[config.mk]
export PLATFORM = sky130hd
export DESIGN_NAME = inst_loader
export DESIGN_NICKNAME = d
export VERILOG_FILES = /design/src/rtl/inst_loader_pkg.sv /design/src/rtl/inst_loader_uart_rx.sv /design/src/rtl/inst_loader.sv
export SDC_FILE = /design/constraint.sdc
export NUM_CORES = 1
export LEC_CHECK = 0
export BUFFER_PORTS_ARGS = -buffer_cell sky130_fd_sc_hd__buf_4
export CAP_MARGIN = 20
export CORE_ASPECT_RATIO = 1.1
export CORE_MARGIN = 5
export CORE_UTILIZATION = 51
export CTS_CLUSTER_SIZE = 24
export DETAILED_ROUTE_END_ITERATION = 10
export PLACE_DENSITY = 0.73
export SYNTH_ARGS = -nofsm -noshare
export SYNTH_HDL_FRONTEND = slang
export SYNTH_HIERARCHICAL = 1
export SYNTH_SLANG_ARGS = --single-unit
[constraint.sdc]
create_clock -name clk -period 2.15 [get_ports clk]
set_input_delay 0.1075 -clock clk [delete_from_list [all_inputs] [get_ports clk]]
set_output_delay 0.1075 -clock clk [all_outputs]
set_load 0.01 [all_outputs]
[src/rtl/inst_loader_pkg.sv]
// Shared definitions for the UART instruction loader: receiver states and protocol constants.
package inst_loader_pkg;

  typedef enum logic [1:0] {
    StIdle,
    StStart,
    StData,
    StStop
  } rx_state_e;

  // Word that terminates a load session.
  localparam logic [31:0] END_MARKER = 32'h0000_003F;

  // Value of the mode input that enables byte acceptance.
  localparam logic LOAD = 1'b1;

endpackage

[src/rtl/inst_loader_uart_rx.sv]
// 8N1 UART receiver: 2-flop synchronizer, half-bit start qualification and mid-bit sampling.
// o_valid / o_ferr are one-cycle strobes in the cycle the stop bit is sampled, so the
// consumer can register its response into the very next cycle.
module uart_rx
  import inst_loader_pkg::*;
#(
  parameter int unsigned CLK_PER_HALF_BIT = 434
) (
  input  logic       i_clk,
  input  logic       i_rst,
  input  logic       i_rxd,
  output logic [7:0] o_byte,
  output logic       o_valid,
  output logic       o_ferr
);

  localparam int unsigned TW = $clog2(2 * CLK_PER_HALF_BIT);
  localparam logic [TW-1:0] HALF_LAST = TW'(CLK_PER_HALF_BIT - 1);
  localparam logic [TW-1:0] FULL_LAST = TW'(2 * CLK_PER_HALF_BIT - 1);

  logic            r_sync1;
  logic            r_sync2;
  logic            r_prev;
  rx_state_e       r_state;
  logic [TW-1:0]   r_timer;
  logic [2:0]      r_bit_cnt;
  logic [7:0]      r_shift;
  logic            r_wait;

  logic            w_rx;
  logic            w_fall;
  logic            w_half_hit;
  logic            w_full_hit;
  logic            w_stop_sample;

  assign w_rx          = r_sync2;
  assign w_fall        = r_prev & ~r_sync2;
  assign w_half_hit    = (r_timer == HALF_LAST);
  assign w_full_hit    = (r_timer == FULL_LAST);
  assign w_stop_sample = (r_state == StStop) && !r_wait && w_full_hit;

  assign o_byte  = r_shift;
  assign o_valid = w_stop_sample && w_rx;
  assign o_ferr  = w_stop_sample && !w_rx;

  // Synchronize the asynchronous line and keep one extra stage for edge detection.
  always_ff @(posedge i_clk) begin
    if (i_rst) begin
      r_sync1 <= 1'b1;
      r_sync2 <= 1'b1;
      r_prev  <= 1'b1;
    end else begin
      r_sync1 <= i_rxd;
      r_sync2 <= r_sync1;
      r_prev  <= r_sync2;
    end
  end

  // Receiver FSM: qualify the start bit, shift data LSB first, check the stop bit.
  always_ff @(posedge i_clk) begin
    if (i_rst) begin
      r_state   <= StIdle;
      r_timer   <= '0;
      r_bit_cnt <= '0;
      r_shift   <= '0;
      r_wait    <= 1'b0;
    end else begin
      unique case (r_state)
        StIdle: begin
          if (w_fall) begin
            r_state <= StStart;
            r_timer <= '0;
          end
        end
        StStart: begin
          if (w_half_hit) begin
            r_timer   <= '0;
            r_bit_cnt <= '0;
            // A line already back high is a glitch, not a start bit.
            r_state   <= w_rx ? StIdle : StData;
          end else begin
            r_timer <= r_timer + TW'(1);
          end
        end
        StData: begin
          if (w_full_hit) begin
            r_timer <= '0;
            r_shift <= {w_rx, r_shift[7:1]};
            if (r_bit_cnt == 3'd7) begin
              r_state <= StStop;
            end else begin
              r_bit_cnt <= r_bit_cnt + 3'd1;
            end
          end else begin
            r_timer <= r_timer + TW'(1);
          end
        end
        StStop: begin
          if (r_wait) begin
            // After a framing error, hold off until the line returns to idle.
            if (w_rx) begin
              r_wait  <= 1'b0;
              r_state <= StIdle;
            end
          end else if (w_full_hit) begin
            r_timer <= '0;
            if (w_rx) begin
              r_state <= StIdle;
            end else begin
              r_wait <= 1'b1;
            end
          end else begin
            r_timer <= r_timer + TW'(1);
          end
        end
        default: r_state <= StIdle;
      endcase
    end
  end

endmodule

[src/rtl/inst_loader.sv]
// Instruction loader: receives bytes over UART, packs them big-endian into 32-bit words and
// writes them to sequential instruction-memory addresses until the end marker arrives.
module inst_loader
  import inst_loader_pkg::*;
#(
  parameter int unsigned CLK_PER_HALF_BIT = 434,
  parameter int unsigned INST_SIZE        = 10
) (
  input  logic                 clk,
  input  logic                 rst,
  input  logic                 rxd,
  input  logic                 mode,
  output logic                 we,
  output logic [INST_SIZE-1:0] waddr,
  output logic [31:0]          wdata,
  output logic                 done,
  output logic                 err
);

  localparam logic [INST_SIZE-1:0] LAST_ADDR = '1;

  logic [7:0]           w_byte;
  logic                 w_valid;
  logic                 w_ferr;
  logic                 w_active;
  logic                 w_mode_fall;

  logic [1:0]           r_byte_cnt;
  logic [31:0]          r_wdata;
  logic [INST_SIZE-1:0] r_waddr;
  logic                 r_we;
  logic                 r_done;
  logic                 r_err;
  logic                 r_full;
  logic                 r_mode_q;

  uart_rx #(
    .CLK_PER_HALF_BIT(CLK_PER_HALF_BIT)
  ) u_rx (
    .i_clk  (clk),
    .i_rst  (rst),
    .i_rxd  (rxd),
    .o_byte (w_byte),
    .o_valid(w_valid),
    .o_ferr (w_ferr)
  );

  assign w_active    = (mode == LOAD) && !r_done;
  assign w_mode_fall = (r_mode_q == LOAD) && (mode != LOAD);

  assign we    = r_we;
  assign waddr = r_waddr;
  assign wdata = r_wdata;
  assign done  = r_done;
  assign err   = r_err;

  // Word assembly, write strobe, address advance and sticky status flags.
  always_ff @(posedge clk) begin
    if (rst) begin
      r_byte_cnt <= '0;
      r_wdata    <= '0;
      r_waddr    <= '0;
      r_we       <= 1'b0;
      r_done     <= 1'b0;
      r_err      <= 1'b0;
      r_full     <= 1'b0;
      r_mode_q   <= 1'b0;
    end else begin
      r_we     <= 1'b0;
      r_mode_q <= mode;

      // Address moves on only after the write cycle so waddr is stable while we is high.
      if (r_we) begin
        if (r_wdata == END_MARKER) begin
          r_done <= 1'b1;
        end
        if (r_waddr == LAST_ADDR) begin
          r_full <= 1'b1;
        end else begin
          r_waddr <= r_waddr + INST_SIZE'(1);
        end
      end

      if (w_mode_fall) begin
        r_byte_cnt <= '0;
      end else if (w_active) begin
        if (w_ferr) begin
          r_err <= 1'b1;
        end
        if (w_valid) begin
          r_wdata    <= {r_wdata[23:0], w_byte};
          r_byte_cnt <= r_byte_cnt + 2'd1;
          if (r_byte_cnt == 2'd3) begin
            if (r_full) begin
              r_err <= 1'b1;
            end else begin
              r_we <= 1'b1;
            end
          end
        end
      end
    end
  end

endmodule

==> impl_metrics.env <==
export IMPL_outcome="finished, final reports clean"
export IMPL_power_switching_w=0.000749
export IMPL_totalWireLength_um=8140
export IMPL_swShare_pct=26.2
export IMPL_die_area_um2=8400
export IMPL_pwr_density_cell_nw_per_um2=667
export IMPL_drc=0
export IMPL_wl_per_cell_um=14.9
export IMPL_grt_pass1_vias=2810
export IMPL_slew_headroom_pct=61.0
export IMPL_num_antenna_cells=0
export IMPL_numPortBuffers=48
export IMPL_grt_overflow=0
export IMPL_synth_edf_count=0
export IMPL_period_needed_ns=2.09
export IMPL_arrival_ns=2.32
export IMPL_p_int_w=0.00211
export IMPL_cp_start_kind="flop"
export IMPL_drv_cap=0
export IMPL_dp_hpwl_um=5360
export IMPL_drtAntennaViolNets=0
export IMPL_dr_pass1_iters=6
export IMPL_rr_worst_depth=9
export IMPL_cts_max_path_buffers=2
export IMPL_fmax_mhz=478
export IMPL_end_kind="flop"
export IMPL_clock_latency_ns=0.36
export IMPL_worst_pin_slew_ns=0.576
export IMPL_syn_area_um2=3400
export IMPL_fin_nets=470
export IMPL_p_clk_share_pct=40.1
export IMPL_hold_path_class="in -> reg"
export IMPL_yosysWarningCount=6
export IMPL_critical_path_required_ns=2.38
export IMPL_ys_seq_area_share_pct=44.7
export IMPL_netlist_cell_type_count=62
export IMPL_drt_first_iter_violations=274
export IMPL_grt_pass1_wl_um=13000
export IMPL_layout_worst_path_cycle_share_pct=97.4
export IMPL_synth_top_area_share_pct=44.7
export IMPL_initial_core_util_pct=51.9
export IMPL_finalSetupTns_ns=0
export IMPL_ys_ff_latch=76
export IMPL_routabilityCongestion=0.837
export IMPL_area_delta_synth_final_pct=26.1
export IMPL_final_max_slew_viol_count=0
export IMPL_ir_worst_vdd_mv=0.413
export IMPL_p_leak_nw=1.56
export IMPL_die_height_um=95.6
export IMPL_path_max_fanout=8
export IMPL_clock_skew_ns=0.0136
export IMPL_synthTopCellsByArea="dfxtp_1, nand2_1, a21oi_1, mux2i_1, nor2_1"
export IMPL_syn_nets=408
export IMPL_final_layout_size_suffix_gt1_share_pct=24.5
export IMPL_syn_inst=398
export IMPL_synth_largest_area_cell="dfxtp_1"
export IMPL_syn_avg_cell_area_um2=8.54
export IMPL_fin_hold_ws_ns=0.0429
export IMPL_hold_viol=0
export IMPL_async_flop_share_pct=0
export IMPL_p_total_w=0.00286
export IMPL_avgViaCountPerCell=5.70
export IMPL_antenna_found_initial=0
export IMPL_cts_tree="done"
export IMPL_synth_ff_type="dfxtp_1"
export IMPL_rows=31
export IMPL_cts_buffers=9
export IMPL_die_x_um=87.9
export IMPL_critPathKind="reg -> reg"
export IMPL_hold_depth=3
export IMPL_combPwrFrac_pct=8.9
export IMPL_core_um2=6560
export IMPL_dr_total_vias=3118
export IMPL_htreeDepth=3
export IMPL_p_seq_share_pct=51.1
export IMPL_setup_viol=0
export IMPL_ios=49
export IMPL_clock_sinks=76
export IMPL_grt_max_degree=50
export IMPL_path_clk_slew_ns=0.08
export IMPL_cts_root_buf="clkbuf_8"
export IMPL_grtUsageTotal_pct=19.5
## path summary, 6_finish.rpt
kind	start	end	slack, ns
min reg2reg	u_rx/r_sync1$_SDFF_PP1_	u_rx/r_sync2$_SDFF_PP1_	0.42
max reg2reg	u_rx/r_timer[1]$_SDFFE_PP0P_	wdata[13]$_SDFFE_PP0P_	0.06
min	mode	r_mode_q$_SDFF_PP0_	0.04
max	u_rx/r_timer[1]$_SDFFE_PP0P_	wdata[13]$_SDFFE_PP0P_	0.06
## layout make-up
type	instances	area [um^2]
clock buffers	10	138
multi-input cells	291	1790
fillers	547	2270
repair buffers	73	631
flip-flops and latches	76	1530
clock inverters	6	71.3
well taps	82	103
inverters	9	33.8
## per-layer routing
layer  global-route usage [%]  part of all wire (%)  vias up
li1                         -                     -     1533
met1                     25.6                    44     1465
met2                     30.2                    48      103
met3                     6.14                   6.5       17
met4                     6.27                   2.0        0
met5                        0                     0        -
## power groups by stage
stage	combinational (W)	clock (W)	sequential, W
global route	0.000279	0.00123	0.00146
floorplan	0.000193	0	0.00148
detailed placement	0.000249	0	0.00149
finish	0.000254	0.00115	0.00146
global placement	0.000241	0	0.00149
CTS	0.000251	0.00117	0.00146
## registers in the layout, indices dropped and copies added (netlist names), named ones only
name            count
r_mode_q            1
waddr              10
r_full              1
u_rx/r_sync1        1
u_rx/r_wait         1
u_rx/r_state        1
we                  1
u_rx/r_timer       10
u_rx/r_prev         1
u_rx/r_sync2        1
done                1
u_rx/r_bit_cnt      3
u_rx/o_byte         8
err                 1
wdata              32
r_byte_cnt          2
## cells in the mapped netlist, types with 2 or more instances
cell / number
nand2_1: 85
dfxtp_1: 76
a21oi_1: 39
nor2_1: 32
nand3_1: 14
mux2i_1: 13
clkbuf_1: 10
nor4_1: 10
nand4_1: 9
inv_1: 8
a31oi_1: 7
buf_2: 7
xnor2_1: 7
ha_1: 6
nor2b_1: 5
nor3_1: 5
a211oi_1: 4
nand2b_1: 3
nand4b_1: 3
or2_2: 3
or4_1: 3
and2_1: 2
and3_1: 2
and4_1: 2
buf_1: 2
buf_6: 2
mux2_2: 2
o31ai_1: 2
or3_1: 2
## placed cells by master (no fill, tap or decap), drive strengths merged, types with 5 or more instances in the layout
cell    count
buf        69
nand4       9
clkbuf     13
nor3        5
nor2b       5
inv        10
nor2       32
xnor2       7
a31oi       8
nand3      14
nand2      85
dfxtp      76
nor4       11
mux2i      13
ha          6
a21oi      39
## stage by stage
step / util [%] / std cells / area, um^2 / setup slack [ns]
finish: 65.4 / 547 / 4290 / 0.0563
detailed placement: 60.2 / 525 / 3940 / 0.00420
global route: 65.4 / 547 / 4290 / -0.0258
global placement: 60.2 / 525 / 3940 / 0.0735
floorplan: - / 398 / 3470 / -0.0135
CTS: 63.6 / 542 / 4170 / 0.00249
## cells by family (layout without fill, tap and decap cells)
logic type | count (synthesis) | after routing | synth area share (%)
compound gates | 72 | 72 | 14.3
xor+xnor | 8 | 8 | 2.06
fa+ha+maj | 6 | 6 | 2.21
buf+inv | 31 | 98 | 4.23
flops | 76 | 76 | 44.7
mux | 15 | 15 | 4.49
simple gates | 190 | 190 | 28.0
## worst max-delay path: stages (launching register included)
cell	delay (ns)
dfxtp_4	0.38
ha_4	0.15
nand4b_1	0.14
or3_4	0.45
nor4_4	0.16
buf_4	0.17
nand3_4	0.16
clkbuf_16	0.22
nand2_1	0.07
a21oi_1	0.06
## repair_timing
action                                  CTS  global route
gates resized for setup                   2             6
setup buffers                             0             1
hold endpoints to repair                  1             0
cloned                                    0             4
endpoints found under the setup margin   25            33
hold buffers                              1             0
pin swaps                                 0             4
Power figures use the tool's default switching activity.
